--- src/rtl/seg_scan4.sv ---
// Four-digit multiplexed seven-segment scanner with frame-synchronous shadow update,
// per-digit decimal points, optional leading-zero blanking and a frame-complete strobe.
module seg_scan4 #(
    parameter int unsigned DWELL      = 4,
    parameter bit          ACTIVE_LOW = 1'b1
) (
    input  logic        clk,
    input  logic        reset,
    input  logic [15:0] value,
    input  logic [3:0]  dp,
    input  logic        load,
    input  logic        blank_lz,
    output logic [3:0]  an,
    output logic [6:0]  seg,
    output logic        dp_out,
    output logic        frame_done
);

    localparam logic [7:0] CntLast = 8'(DWELL - 1);
    localparam logic [3:0] AnOff   = {4{ACTIVE_LOW}};
    localparam logic [6:0] SegOff  = {7{ACTIVE_LOW}};

    // Scan position and load path state
    logic [1:0]  idx_q, idx_d;
    logic [7:0]  cnt_q, cnt_d;
    logic [15:0] stg_val_q, stg_val_d;
    logic [3:0]  stg_dp_q, stg_dp_d;
    logic        pend_q, pend_d;
    logic [15:0] shd_val_q, shd_val_d;
    logic [3:0]  shd_dp_q, shd_dp_d;
    logic        bnd_q;

    // Registered, polarity-adjusted outputs
    logic [3:0]  an_q, an_d;
    logic [6:0]  seg_q, seg_d;
    logic        dp_q, dp_d;
    logic        fd_q;

    logic        last_dwell;
    logic        boundary;
    logic [3:0]  nib [4];
    logic [3:0]  nib_sel;
    logic [3:0]  lz_run;
    logic        blank;
    logic [3:0]  an_raw;
    logic [6:0]  seg_raw;
    logic        dp_raw;

    function automatic logic [6:0] hex_to_seg(input logic [3:0] n);
        logic [6:0] s;
        case (n)
            4'h0:    s = 7'b0111111;
            4'h1:    s = 7'b0000110;
            4'h2:    s = 7'b1011011;
            4'h3:    s = 7'b1001111;
            4'h4:    s = 7'b1100110;
            4'h5:    s = 7'b1101101;
            4'h6:    s = 7'b1111101;
            4'h7:    s = 7'b0000111;
            4'h8:    s = 7'b1111111;
            4'h9:    s = 7'b1101111;
            4'hA:    s = 7'b1110111;
            4'hB:    s = 7'b1111100;
            4'hC:    s = 7'b0111001;
            4'hD:    s = 7'b1011110;
            4'hE:    s = 7'b1111001;
            default: s = 7'b1110001;
        endcase
        return s;
    endfunction

    // Scan counters and the staging/shadow handoff at the frame boundary
    always_comb begin
        last_dwell = (cnt_q == CntLast);
        boundary   = last_dwell && (idx_q == 2'd3);
        cnt_d      = last_dwell ? 8'd0 : cnt_q + 8'd1;
        idx_d      = last_dwell ? idx_q + 2'd1 : idx_q;
        stg_val_d  = stg_val_q;
        stg_dp_d   = stg_dp_q;
        pend_d     = pend_q;
        shd_val_d  = shd_val_q;
        shd_dp_d   = shd_dp_q;
        if (load) begin
            stg_val_d = value;
            stg_dp_d  = dp;
        end
        if (boundary) begin
            pend_d = 1'b0;
            // A load on the boundary edge bypasses staging so it costs no extra frame
            if (load) begin
                shd_val_d = value;
                shd_dp_d  = dp;
            end else if (pend_q) begin
                shd_val_d = stg_val_q;
                shd_dp_d  = stg_dp_q;
            end
        end else if (load) begin
            pend_d = 1'b1;
        end
    end

    // Digit decode with leading-zero blanking
    always_comb begin
        nib[0]    = shd_val_q[3:0];
        nib[1]    = shd_val_q[7:4];
        nib[2]    = shd_val_q[11:8];
        nib[3]    = shd_val_q[15:12];
        nib_sel   = nib[idx_q];
        lz_run[3] = (nib[3] == 4'h0);
        lz_run[2] = lz_run[3] && (nib[2] == 4'h0);
        lz_run[1] = lz_run[2] && (nib[1] == 4'h0);
        lz_run[0] = 1'b0;
        blank     = blank_lz && lz_run[idx_q];
        an_raw    = blank ? 4'b0000 : (4'b0001 << idx_q);
        seg_raw   = blank ? 7'b0000000 : hex_to_seg(nib_sel);
        dp_raw    = !blank && shd_dp_q[idx_q];
        an_d      = an_raw ^ AnOff;
        seg_d     = seg_raw ^ SegOff;
        dp_d      = dp_raw ^ ACTIVE_LOW;
    end

    always_ff @(posedge clk) begin
        if (reset) begin
            idx_q     <= 2'd0;
            cnt_q     <= 8'd0;
            stg_val_q <= 16'h0000;
            stg_dp_q  <= 4'h0;
            pend_q    <= 1'b0;
            shd_val_q <= 16'h0000;
            shd_dp_q  <= 4'h0;
            bnd_q     <= 1'b0;
            an_q      <= AnOff;
            seg_q     <= SegOff;
            dp_q      <= ACTIVE_LOW;
            fd_q      <= 1'b0;
        end else begin
            idx_q     <= idx_d;
            cnt_q     <= cnt_d;
            stg_val_q <= stg_val_d;
            stg_dp_q  <= stg_dp_d;
            pend_q    <= pend_d;
            shd_val_q <= shd_val_d;
            shd_dp_q  <= shd_dp_d;
            bnd_q     <= boundary;
            an_q      <= an_d;
            seg_q     <= seg_d;
            dp_q      <= dp_d;
            // Delayed one stage so the strobe lines up with the first lit digit of the new frame
            fd_q      <= bnd_q;
        end
    end

    assign an         = an_q;
    assign seg        = seg_q;
    assign dp_out     = dp_q;
    assign frame_done = fd_q;

endmodule

--- config.mk ---
export PLATFORM = sky130hd
export DESIGN_NAME = seg_scan4
export DESIGN_NICKNAME = d
export VERILOG_FILES = /design/src/rtl/seg_scan4.sv
export SDC_FILE = /design/constraint.sdc
export NUM_CORES = 1
export LEC_CHECK = 0
export CORE_MARGIN = 2
export CORE_UTILIZATION = 54
export CTS_CLUSTER_DIAMETER = 40
export DETAILED_ROUTE_END_ITERATION = 10
export PLACE_DENSITY_LB_ADDON = 0.2
export SLEW_MARGIN = 20
export SYNTH_ARGS = -nofsm -noshare
export SYNTH_HDL_FRONTEND = slang
export SYNTH_SLANG_ARGS = --single-unit
--- constraint.sdc ---
create_clock -name clk -period 2.5 [get_ports clk]
set_clock_uncertainty 0.15 [all_clocks]
set_input_delay 0.25 -clock clk [delete_from_list [all_inputs] [get_ports clk]]
set_output_delay 0.25 -clock clk [all_outputs]
set_load 0.005 [all_outputs]
**After elaboration in Yosys (flattened, before gate mapping)**

Memory sizes are Yosys's and may differ from the RTL's.
Index checks and enable logic that the tools add are counted.

- Add/subtract/negate cells: 2
- $mul: 0
- Divide/modulo/power cells: 0
- Magnitude comparators: 2
- Equality and inequality tests: 2
- Shift operators: 1
- Muxes and demuxes: 13
- Bitwise operators: 4
- Reductions and logical operators: 13

Operator list:

| kind | count |
|---|---|
| $mux W16 | 2 |
| $mux W4 | 5 |
| $logic_not A4 Y1 | 3 |
| $add A8 B1 Y8 const B | 1 |
| $bmux W4 S2 | 1 |
| $eq A8 B2 Y1 const B | 1 |
| $mux W7 | 1 |
| $not A7 Y7 | 1 |
| $logic_and A1 B1 Y1 | 5 |
| $bmux W1 S2 | 2 |
| $not A4 Y4 | 1 |
| $reduce_or A2 Y1 | 2 |
| $shl A1 B2 Y4 const A | 1 |
| $ge A3 B3 Y1 const B | 1 |
| $lt A2 B3 Y1 const B | 1 |
| $not A2 Y3 | 1 |
| $add A2 B1 Y2 const B | 1 |
| $eq A2 B2 Y1 const B | 1 |
| $mux W1 | 2 |
| $reduce_and A2 Y1 | 1 |
| $reduce_bool A2 Y1 | 1 |
| $logic_not A1 Y1 | 1 |
| $not A1 Y1 | 1 |

- Bits in registers: 65
- Latch bits: 0
- Bits in writable memories: 0
- Memory bits (read-only): 112
- Input port bits: 24
- Output and inout port bits: 13
- Word-level logic and storage cells: 50
- Memories: 1

Memory list:

| name | depth | width | rd ports | clocked after memory_dff | write ports | RTL line | text |
|---|---|---|---|---|---|---|---|
| (name not given) | 16 | 7 | 1 | 0 | 0 | 51 | `case (n)` |

**Depth between registers and ports, before layout**

- Word-level depth: 9
- Gate-level depth with buffers: 8
- Gate-level depth less buffers: 7

**Worst setup path before layout**

OpenSTA, ideal clock, no wires.

- Kind: register -> register
- Start point: register idx_q[0]
- End point: register seg_q[3], in the netlist seg[3]
- Setup time: 0.137 ns
- Arrival time: 2.004 ns
- Data required time: 2.213 ns
- Setup slack: 0.208 ns
- Cell stages (with the launch flop): 9
- Buffers on the path: 1
- Clock period less this slack: 2.292 ns
- Path through: dfxtp_1 -> buf_2 -> mux4_2 -> inv_1 -> ha_1 -> inv_1 -> mux4_2 -> inv_1 -> nand3_1

- Longest elaborated chain between the ends: 7
- Elaborated cells between the ends (all ways): 10
- Classes of those cells: 6 x mux; 2 x bitwise; 1 x reduce/logical; 1 x memory

RTL lines:

| element | RTL line | text |
|---|---|---|
| start, declared | 24 | `logic [1:0] idx_q, idx_d;` |
| start signal, assigned | 137 | `idx_q <= idx_d;` |
| $not A2 Y3 (not written as such) | 108 | `nib_sel = nib[idx_q];` |
| $bmux W4 S2 | 108 |  |
| $mux W4 (not written as such) (2 in a row) | 108 |  |
| $mem_v2 Z16 W7 | -- |  |
| $mux W7 (*) | 115 | `seg_raw = blank ? 7'b0000000 : hex_to_seg(nib_sel);` |
| $not A7 Y7 (no line) (*) | -- |  |
| end signal, assigned | 133 | `seg_q <= SegOff;` |
| end signal, assigned | 146 | `seg_q <= seg_d;` |
| end, declared | 35 | `logic [6:0] seg_q, seg_d;` |

Mark *: on every way between the ends. The rest lies on a longest branch, timed or not. The select of a mux whose other input is x is not followed.
A chain may end at the register's enable or synchronous reset.

**Final worst setup path**

- Start point: register idx_q[1]
- End point: register seg_q[3], in the netlist seg[3]

Same word-level chain as after synthesis.

==> run summary <==
Unique masters post-synth = 39
Lkg Pwr = 1.34 nW
Post-Synth XOR/XNOR Area = 0.0308
Vias in the first global route = 1,982
Die area = 5870 um2
Count of state elements after synthesis = 65
CTS max path bufs = 2
WP data arrival = 2170 ps
CTS tree = built
Tmin final = 2130 ps
Final #Nets = 344
Layout cells sized above 1 = 0.185
CTS Sinks = 65
Crit Path Class = reg2reg
Maximum capacitance violations = 0
Main synth FF type = dfxtp_1
Final Cycle Share = 0.852
Worst flop-to-flop path endpoint = seg[3]
Mean routed wirelength per cell = 13.1 um
Mapped Cells = 271
Postcts setup bufs = 0
Switching Fraction = 0.232
Diode count = 0
Pwr/cell area = 595 nW/um2
Iter 0 DRT Violations = 107
Clock power frac = 0.386
Worst Hold Launch = reset
Gp weighted congestion = 0.799
Router iterations before antenna repair = 4
Peak Freq = 469 MHz
Cts hold-fix bufs = 0
Startpoint Class = register
First-pass GRT wire length = 8960 um
DP HPWL = 3720 um
DP Area = 3270 um2
Main combinational cell family by area after synthesis = simple AND/OR/NAND/NOR gates
Post-synth EDFFs = 0
GRT Total Usage = 0.192
Max H-tree Level = 3
Synth-to-Final Area Change = 21.1%
Synth Area in Simple Gates = 0.154
RR Startpoint = idx_q[1]
Post-cts sizing count = 0
Initial Utilization = 0.558
Status = completed
Routed WL = 5030 um
Initial antenna violation count = 0
Chip height = 76.6 um
Placed cells = 368
Worst slew pin tran = 323 ps
Compound-gate portion of the synthesized area = 0.125
Total congestion overflow = 0
Worst ir drop on vdd = 0.353 mV
Sequential power share = 0.529
Int Pwr = 0.00158 W
Unrepaired setup endpoints after global routing = no
Net Sw Power = 0.000476 W
Worst hold path depth = 2
Reg2Reg Depth = 7
CTS Buf Count = 9
Final instance area = 3450 um2
Via-per-instance ratio = 5.22
Post-route DRC = 0
Core ar. = 5110 um2
Post-Syn Area = 2850 um2
Final TNS setup = 0 ps
Slew headroom = 0.779
Hold_ws = 143 ps
CP required = 2540 ps
Finished Layout Cells = 384
Register area share after synthesis = 0.457
Antenna Nets Post-Route = 0
Pin count of the biggest net entering global routing = 25
Final hold viol count = 0
Hold EP = stg_val_q[0]
Clock latency on the worst-skew pair = 330 ps
Syn_area_per_cell = 10.5 um2
Io pins = 37
Combinational Power Share = 0.085
Vias post-DR = 2,004
Post-synthesis mux area share = 0.137
Site row count = 26
Ys Warns = 0
Adder-Cell Fraction of Synth Area = 0.0483
Chip Width = 76.6 um
Setup violators final = 0
Reg2reg setup slack = 370 ps
CP endpoint kind = register
CTS root buffer = clkbuf_8
Port bufs = 36
Pre-CTS setup slack = 387 ps
Pins Over Slew Limit = 0
Min-delay worst type = in2reg
Async set or reset register ratio after synthesis = 0
Crit-path max FO = 5
Final setup margin = 370 ps
Syn_nets = 306
Clock-pin transition on the worst setup and hold timing paths = 70 ps
## layout by cell type, fill, tap and decap left out, drive strengths merged, types with 2 or more instances in the layout
master | netlist | layout
xor2 | 9 | 9
nand2b | 2 | 2
clkinv | 0 | 4
o21bai | 2 | 2
or4 | 3 | 3
mux2 | 2 | 2
buf | 10 | 11
nand3 | 11 | 11
dfxtp | 65 | 65
and2 | 2 | 2
a21oi | 2 | 2
nor3b | 3 | 3
inv | 10 | 10
nor3 | 3 | 3
ha | 11 | 11
mux2i | 21 | 21
clkdlybuf4s50 | 0 | 35
nor2 | 54 | 54
a211oi | 21 | 21
nand4 | 2 | 2
and3 | 3 | 3
mux4 | 7 | 7
o2111ai | 3 | 3
nand2 | 5 | 5
clkbuf | 9 | 12
a311oi | 2 | 2
## power groups by stage
stage / combinational [W] / clock (W) / sequential [W]
after global placement: 0.000173 / 0 / 0.00111
after CTS: 0.000176 / 0.000810 / 0.00109
after floorplan: 0.0000975 / 0 / 0.00111
after global routing: 0.000194 / 0.000880 / 0.00109
after detailed placement: 0.000175 / 0 / 0.00111
final: 0.000174 / 0.000793 / 0.00109
## state kept, by name (all words and copies together) (netlist names)
name and flops:
cnt_q 8, bnd_q 1, stg_dp_q 4, idx_q 2, stg_val_q 16, pend_q 1, an 4, frame_done 1
shd_val_q 16, seg 7, shd_dp_q 4, dp_out 1
## cell type report
class	instances	area [um2]
fillers	443	1660
multi-input cells	177	1410
flip-flops and latches	65	1300
repair buffers	46	430
clock buffers	12	155
well taps	70	87.6
inverters	10	37.5
clock inverters	4	27.5
## metal layers
layer	vias up	share of wire	wire, um	global-route usage
met2	38	0.48	2430	0.316
met3	7	0.033	165	0.0604
met5	-	0	0	0
met4	0	0.011	57	0.0818
met1	938	0.47	2380	0.233
li1	1021	-	-	-
## cell families (layout without fill, tap and decap cells)
logic type,Yosys count,after routing
compound gates,34,34
simple gates,92,92
flops,65,65
buf+inv,29,72
xor+xnor,10,10
fa+ha+maj,11,11
mux,30,30
## stage by stage
stage / total power (W) / utilization
CTS: 0.00207 / 0.675
global route: 0.00216 / 0.675
global placement: 0.00128 / 0.640
floorplan: 0.00121 / -
detailed placement: 0.00128 / 0.640
finish: 0.00205 / 0.675
## worst max-delay path by stage
stage,start,end,slack (ps)
6_report,idx_q[1],seg[3],370
5_1_grt,idx_q[1],seg[3],240
4_1_cts,idx_q[1],seg[3],360
3_5_place_dp,idx_q[1],seg[3],390
3_3_place_gp,idx_q[1],seg[3],420
2_1_floorplan,idx_q[0],seg[3],210
## cell usage after synthesis (all sizes together), types with 3 or more instances
cell type  instances  area (um2)
inv               10        37.5
buf               10        65.1
o2111ai            3        26.3
a211oi            21         258
nor3               3        15.0
xor2               9        78.8
or4                3        26.3
and3               3        20.0
ha                11         138
nand3             11        55.1
dfxtp             65        1300
nand2              5        18.8
nor3b              3        22.5
clkbuf             9        33.8
nor2              54         203
mux4               7         158
mux2i             21         210
## critical path, stage by stage (launching register included)
cell and delay (ps):
dfxtp_1 350, mux4_2 560, inv_1 170, ha_1 160, inv_1 40, mux4_2 440
inv_1 60, nand3_1 60
Power figures use the tool's default switching activity.
